<file path="config.mk">
export PLATFORM = sky130hd
export DESIGN_NAME = id_exe_stage
export DESIGN_NICKNAME = d
export VERILOG_FILES = /design/src/rtl/cpu_pkg.sv /design/src/rtl/operand_mux4.sv /design/src/rtl/id_exe_stage.sv
export SDC_FILE = /design/constraint.sdc
export NUM_CORES = 1
export LEC_CHECK = 0
export BUFFER_PORTS_ARGS = -buffer_cell sky130_fd_sc_hd__buf_2
export CORE_AREA = 2 2 167 169
export CTS_BUF_LIST = sky130_fd_sc_hd__clkbuf_2 sky130_fd_sc_hd__clkbuf_4 sky130_fd_sc_hd__clkbuf_8
export DETAILED_ROUTE_END_ITERATION = 16
export DIE_AREA = 0 0 169 171
export GPL_TIMING_DRIVEN = 0
export PLACE_DENSITY = 0.62
export SYNTH_ARGS = -nofsm -noshare
export SYNTH_HDL_FRONTEND = slang
export SYNTH_SLANG_ARGS = --single-unit
</file>
<file path="constraint.sdc">
create_clock -name clk -period 2.8 [get_ports clk]
set_clock_uncertainty 0.15 [all_clocks]
set_input_delay 0.28 -clock clk [delete_from_list [all_inputs] [get_ports clk]]
set_output_delay 0.28 -clock clk [all_outputs]
set_load 0.005 [all_outputs]
</file>
<file path="src/rtl/cpu_pkg.sv">
// cpu_pkg: shared pipeline constants, forwarding select encoding and EXE control bundle.
package cpu_pkg;

    localparam int DW_DEF  = 32;
    localparam int ACW_DEF = 4;

    typedef enum logic [1:0] {
        FWD_RF      = 2'b00,
        FWD_EXE     = 2'b01,
        FWD_MEM_ALU = 2'b10,
        FWD_MEM_MDO = 2'b11
    } fwd_sel_e;

    typedef struct packed {
        logic valid;
        logic wreg;
        logic m2reg;
        logic wmem;
        logic jal;
    } ctrl_t;

    localparam ctrl_t BUBBLE_CTRL = '0;

endpackage

</file>
<file path="src/rtl/operand_mux4.sv">
// operand_mux4: selects one source operand from the register file or a bypass path.
module operand_mux4
    import cpu_pkg::*;
#(
    parameter int DW = DW_DEF
) (
    input  logic [1:0]    sel,
    input  logic [DW-1:0] d0,
    input  logic [DW-1:0] d1,
    input  logic [DW-1:0] d2,
    input  logic [DW-1:0] d3,
    output logic [DW-1:0] y
);

    always_comb
        y = sel == FWD_MEM_MDO ? d3 :
            sel == FWD_MEM_ALU ? d2 :
            sel == FWD_EXE     ? d1 : d0;

endmodule

</file>
<file path="src/rtl/id_exe_stage.sv">
// id_exe_stage: operand bypass, load-use stall detection and the ID/EXE pipeline register.
module id_exe_stage
    import cpu_pkg::*;
#(
    parameter int DW    = DW_DEF,
    parameter int ACW   = ACW_DEF,
    parameter int CNT_W = 16
) (
    input  logic             clk,
    input  logic             clrn,
    input  logic             id_valid,
    input  logic             flush,
    input  logic [4:0]       rs,
    input  logic [4:0]       rt,
    input  logic             use_rs,
    input  logic             use_rt,
    input  logic [1:0]       fwda,
    input  logic [1:0]       fwdb,
    input  logic [DW-1:0]    qa,
    input  logic [DW-1:0]    qb,
    input  logic [DW-1:0]    exe_alu,
    input  logic [DW-1:0]    mem_alu,
    input  logic [DW-1:0]    mem_mdo,
    input  logic [4:0]       exe_rn,
    input  logic             exe_wreg,
    input  logic             exe_m2reg,
    input  logic             id_wreg,
    input  logic             id_m2reg,
    input  logic             id_wmem,
    input  logic             id_aluimm,
    input  logic             id_shift,
    input  logic             id_jal,
    input  logic [ACW-1:0]   id_aluc,
    input  logic [4:0]       id_rn,
    input  logic [DW-1:0]    id_imm,
    input  logic [DW-1:0]    id_pc4,
    output logic             stall,
    output logic             ex_valid,
    output logic             ex_wreg,
    output logic             ex_m2reg,
    output logic             ex_wmem,
    output logic             ex_aluimm,
    output logic             ex_shift,
    output logic             ex_jal,
    output logic [ACW-1:0]   ex_aluc,
    output logic [4:0]       ex_rn,
    output logic [DW-1:0]    ex_a,
    output logic [DW-1:0]    ex_b,
    output logic [DW-1:0]    ex_imm,
    output logic [DW-1:0]    ex_pc4,
    output logic [CNT_W-1:0] stall_cnt
);

    logic          lu;
    logic          bubble;
    logic [DW-1:0] op_a;
    logic [DW-1:0] op_b;
    ctrl_t         id_ctrl;
    ctrl_t         ex_ctrl;

    operand_mux4 #(.DW(DW)) u_mux_a (
        .sel(fwda), .d0(qa), .d1(exe_alu), .d2(mem_alu), .d3(mem_mdo), .y(op_a)
    );

    operand_mux4 #(.DW(DW)) u_mux_b (
        .sel(fwdb), .d0(qb), .d1(exe_alu), .d2(mem_alu), .d3(mem_mdo), .y(op_b)
    );

    // A load in EXE cannot be bypassed to ID until it reaches MEM; r0 is never a real producer.
    assign lu = id_valid & exe_wreg & exe_m2reg & (|exe_rn) &
                ((use_rs & (exe_rn == rs)) | (use_rt & (exe_rn == rt)));
    assign stall  = lu & ~flush;
    assign bubble = flush | lu;

    assign id_ctrl = id_valid ? ctrl_t'{valid: 1'b1, wreg: id_wreg, m2reg: id_m2reg,
                                        wmem: id_wmem, jal: id_jal} : BUBBLE_CTRL;

    always_ff @(posedge clk or negedge clrn)
        if (!clrn) begin
            ex_ctrl   <= BUBBLE_CTRL;
            ex_aluimm <= 1'b0;
            ex_shift  <= 1'b0;
            ex_aluc   <= '0;
            ex_rn     <= '0;
            ex_a      <= '0;
            ex_b      <= '0;
            ex_imm    <= '0;
            ex_pc4    <= '0;
        end else begin
            ex_ctrl   <= bubble ? BUBBLE_CTRL : id_ctrl;
            ex_aluimm <= ~bubble & id_aluimm;
            ex_shift  <= ~bubble & id_shift;
            ex_aluc   <= bubble ? '0 : id_aluc;
            ex_rn     <= bubble ? '0 : id_rn;
            ex_a      <= bubble ? '0 : op_a;
            ex_b      <= bubble ? '0 : op_b;
            ex_imm    <= bubble ? '0 : id_imm;
            ex_pc4    <= bubble ? '0 : id_pc4;
        end

    always_ff @(posedge clk or negedge clrn)
        if (!clrn)
            stall_cnt <= '0;
        else
            stall_cnt <= stall_cnt + CNT_W'(stall & ~(&stall_cnt));

    assign ex_valid = ex_ctrl.valid;
    assign ex_wreg  = ex_ctrl.wreg;
    assign ex_m2reg = ex_ctrl.m2reg;
    assign ex_wmem  = ex_ctrl.wmem;
    assign ex_jal   = ex_ctrl.jal;

endmodule
</file>
==> metrics.md <==
| Metric | Value |
|---|---|
| Most frequent cells in the layout | buf_2 (430), dfrtp_1 (160), and2_1 (140) |
| Layout fillers | 2619 |
| Cell Area, Synth | slightly above 0.007 mm² |
| Hpwl dp | 17.8 mm |
| Post-Route WL | ~24 mm |
| Endpoints failing hold | 0 |
| Final Slew Violations | 0 |
| Site row count | 61 |
| WHS | 0.0969 ns |
| Largest net degree at the start of global routing | 86 |
| CORE AREA | 0.0273 mm² |
| Pre-antenna DRT Iters | 4 |
| Initial drt markers | 229 |
| Crit path cell chain | and3_1 -> and3_4 -> nand4_4 -> nor4_2 -> nor3_1 -> ha_1 -> ha_1 -> nand2_1 -> or2_2 -> nor2_1 -> xor2_1 |
| #FFs+latches synth | 160 |
| Max-Cap Viols | 0 |
| Sequential area share after synthesis | 0.568 |
| Sw frac | 0.286 |
| Worst Setup End Kind | register |
| Slew headroom | 0.466 |
| Clock sink count | 160 |
| Most common library cell in the layout ignoring fill and taps | buf_2 |
| Die Area | approximately 0.029 mm² |
| Post-synthesis instance total | 466 |
| Clk buf depth | 2 |
| I/O Buffers | 422 |
| Syn_nets | 734 |
| CP max stage cell | dfrtp_1 |
| VDD IR max | 270 µV |
| Root buffer cell | clkbuf_8 |
| Num CTS Buffers | 17 |
| Initial antenna violation count | 2 |
| Status | finished clean |
| FF+latch area | 0.00400 mm² |
| Reg power frac | 0.485 |
| Avg Synthesized Cell Area | 15.1 µm² |
| RSZ-0062 raised after global routing | false |
| DRC | 0 |
| Synth cell types | 24 |
| Power Internal | 0.00364 W |
| Skew-Pair Late Insertion Delay | 0.44 ns |
| Crit-path max FO | 5 |
| GRT Overall Usage | 0.159 |
| Combinational fraction of design power | 0.182 |
| DIE WIDTH | ~170 µm |
| Setup TNS | 0 ns |
| Gpl congestion | 0.823 |
| Leak Pwr | 5.53 nW |
| CP dominant cell by count | ha_1 |
| Vias | approximately 6000 |
| Crit path kind | reg -> reg |
| Clock transition at path regs | between 0.1 and 0.15 ns |
| Multi-input gate area | 0.00282 mm² |
| Wire per inst | 17.5 µm |
| Grt ovf | 0 |
| WP data required | 2.98 ns |
| Chip Height | 171 µm |
| Switching power | between 0.001 and 0.0015 W |
| Critical Path AT | 2.75 ns |
| Final worst path period need | 2.57 ns |
| Vias per cell | 4.33 |
| Hold WC Path Type | in -> reg |
| Nets | 1255 |
| Post-CTS Setup Bufs | 0 |
| Power Density | about 470 mW/mm² |
| Area Growth Syn to Fin | 53.5% |
| First-pass GRT wire length | 34.7 mm |
| Worst Tran Pin Value | 0.801 ns |
| Starting Density | 0.258 |
| I/O Pins | 427 |
| Crit start category | register |
| Worst path max stage delay | 0.44 ns |
| Tcrit/Tclk final | 0.919 |
| Vias in the first global route | 6253 |
| Clock share of power | 0.333 |
| YS warnings | 0 |
| Layout cell share with drive strength beyond 1 | 0.547 |
| Fmax | 0.388 GHz |
| Final ANT Viol Nets | 0 |
| CTS tree | built |
| Endpoints failing setup | 0 |
| H-tree levels | 4 |
worst max-delay path: cells and delay by family (launching register included):
family / cells / cell delay (ns)
xor gates and xnor gates: 1 / 0.14
DFF: 1 / 0.44
adders and majority gates: 2 / 0.44
and+or+nand+nor: 8 / 1.28
metal layers:
| layer | track usage | up-vias | wire (µm) |
|---|---|---|---|
| met5 | 0 | - | 17 |
| met4 | 0.0401 | 2 | 319 |
| met3 | 0.0525 | 21 | 1910 |
| met2 | 0.286 | 296 | 12000 |
| met1 | 0.183 | 2861 | 9280 |
| li1 | - | 2655 | - |
area by class of cell:
class                      count  share of cell area
multi-input combinational    273               0.261
tap                          346              0.0400
clock buffer                  17              0.0216
inverter                       1            0.000347
buffer                        31              0.0201
antenna                        1            0.000231
sequential                   160               0.370
timing repair buffer         503               0.273
clock inverter                15              0.0134
power groups by stage:
stage	clock network (W)	logic, W	registers [W]
global placement	0	0.000833	0.00252
detailed placement	0	0.000848	0.00252
global route	0.00189	0.00101	0.00248
floorplan	0	0.000335	0.00254
CTS	0.00179	0.000938	0.00247
finish	0.00170	0.000926	0.00247
worst paths after layout:
kind	startpoint	end	slack [ns]	cells past startpoint
worst min register to register	stall_cnt[8]$_DFF_PN0_	stall_cnt[8]$_DFF_PN0_	0.34	1
worst max register to register	stall_cnt[6]$_DFF_PN0_	stall_cnt[12]$_DFF_PN0_	0.23	11
worst max-delay path	stall_cnt[6]$_DFF_PN0_	stall_cnt[12]$_DFF_PN0_	0.23	11
worst min-delay path	qa[26]	ex_a[26]$_DFF_PN0_	0.1	3
max in group asynchronous	clrn	ex_a[5]$_DFF_PN0_	1.41	3
min in group asynchronous	clrn	ex_imm[10]$_DFF_PN0_	0.24	2
cell usage after synthesis (all sizes together):
| library cell | count | area, µm² |
|---|---|---|
| nor3 | 2 | 10.0 |
| inv | 1 | 3.75 |
| and2 | 140 | 876 |
| nand4 | 5 | 46.3 |
| buf | 21 | 180 |
| or2 | 1 | 6.26 |
| mux4 | 64 | 1440 |
| nand3 | 4 | 20.0 |
| nand2 | 11 | 41.3 |
| nor2b | 1 | 6.26 |
| o22ai | 1 | 12.5 |
| ha | 2 | 25.0 |
| a31oi | 1 | 21.3 |
| nor4 | 2 | 18.8 |
| nor2 | 8 | 30.0 |
| xnor2 | 18 | 158 |
| xor2 | 6 | 52.6 |
| and3 | 7 | 48.8 |
| dfrtp | 160 | 4000 |
| clkbuf | 11 | 41.3 |
registers in the layout, indices dropped and copies added (netlist names):
name and flops:
ex_a 32, ex_m2reg 1, ex_rn 5, ex_shift 1, ex_valid 1, ex_aluimm 1
ex_pc4 32, ex_aluc 4, ex_jal 1, ex_wreg 1, ex_b 32, ex_imm 32
stall_cnt 16, ex_wmem 1
per-stage QoR:
step	instances	utilization	setup slack [ns]	power, W	instance area [µm²]
after floorplan	466	-	0.362	0.00288	7040
after global placement	1234	0.351	-1.19	0.00335	9590
after detailed placement	1235	0.352	-0.0985	0.00337	9630
after CTS	1346	0.396	0.185	0.00520	10800
after global routing	1346	0.396	0.00576	0.00538	10800
final	1347	0.396	0.226	0.00510	10800
cells by family (layout without fill, tap and decap cells):
| family | after synthesis | in the layout | synth area share |
|---|---|---|---|
| and+or+nand+nor | 181 | 181 | 0.157 |
| DFF | 160 | 160 | 0.568 |
| muxes | 64 | 64 | 0.205 |
| buffers and inverters | 33 | 567 | 0.0320 |
| xor gates and xnor gates | 24 | 24 | 0.0298 |
| adders and majority gates | 2 | 2 | 0.00355 |
| AOI/OAI and AO/OA | 2 | 2 | 0.00480 |
| other | 0 | 1 | 0 |
repair_timing:
action                                  in CTS  in global routing
resized for setup                            1                  0
endpoints found under the hold margin      154                  0
hold buffers                                80                  0
endpoints found under the setup margin       4                  0
Note: power is estimated with default switching activity, not from simulation.
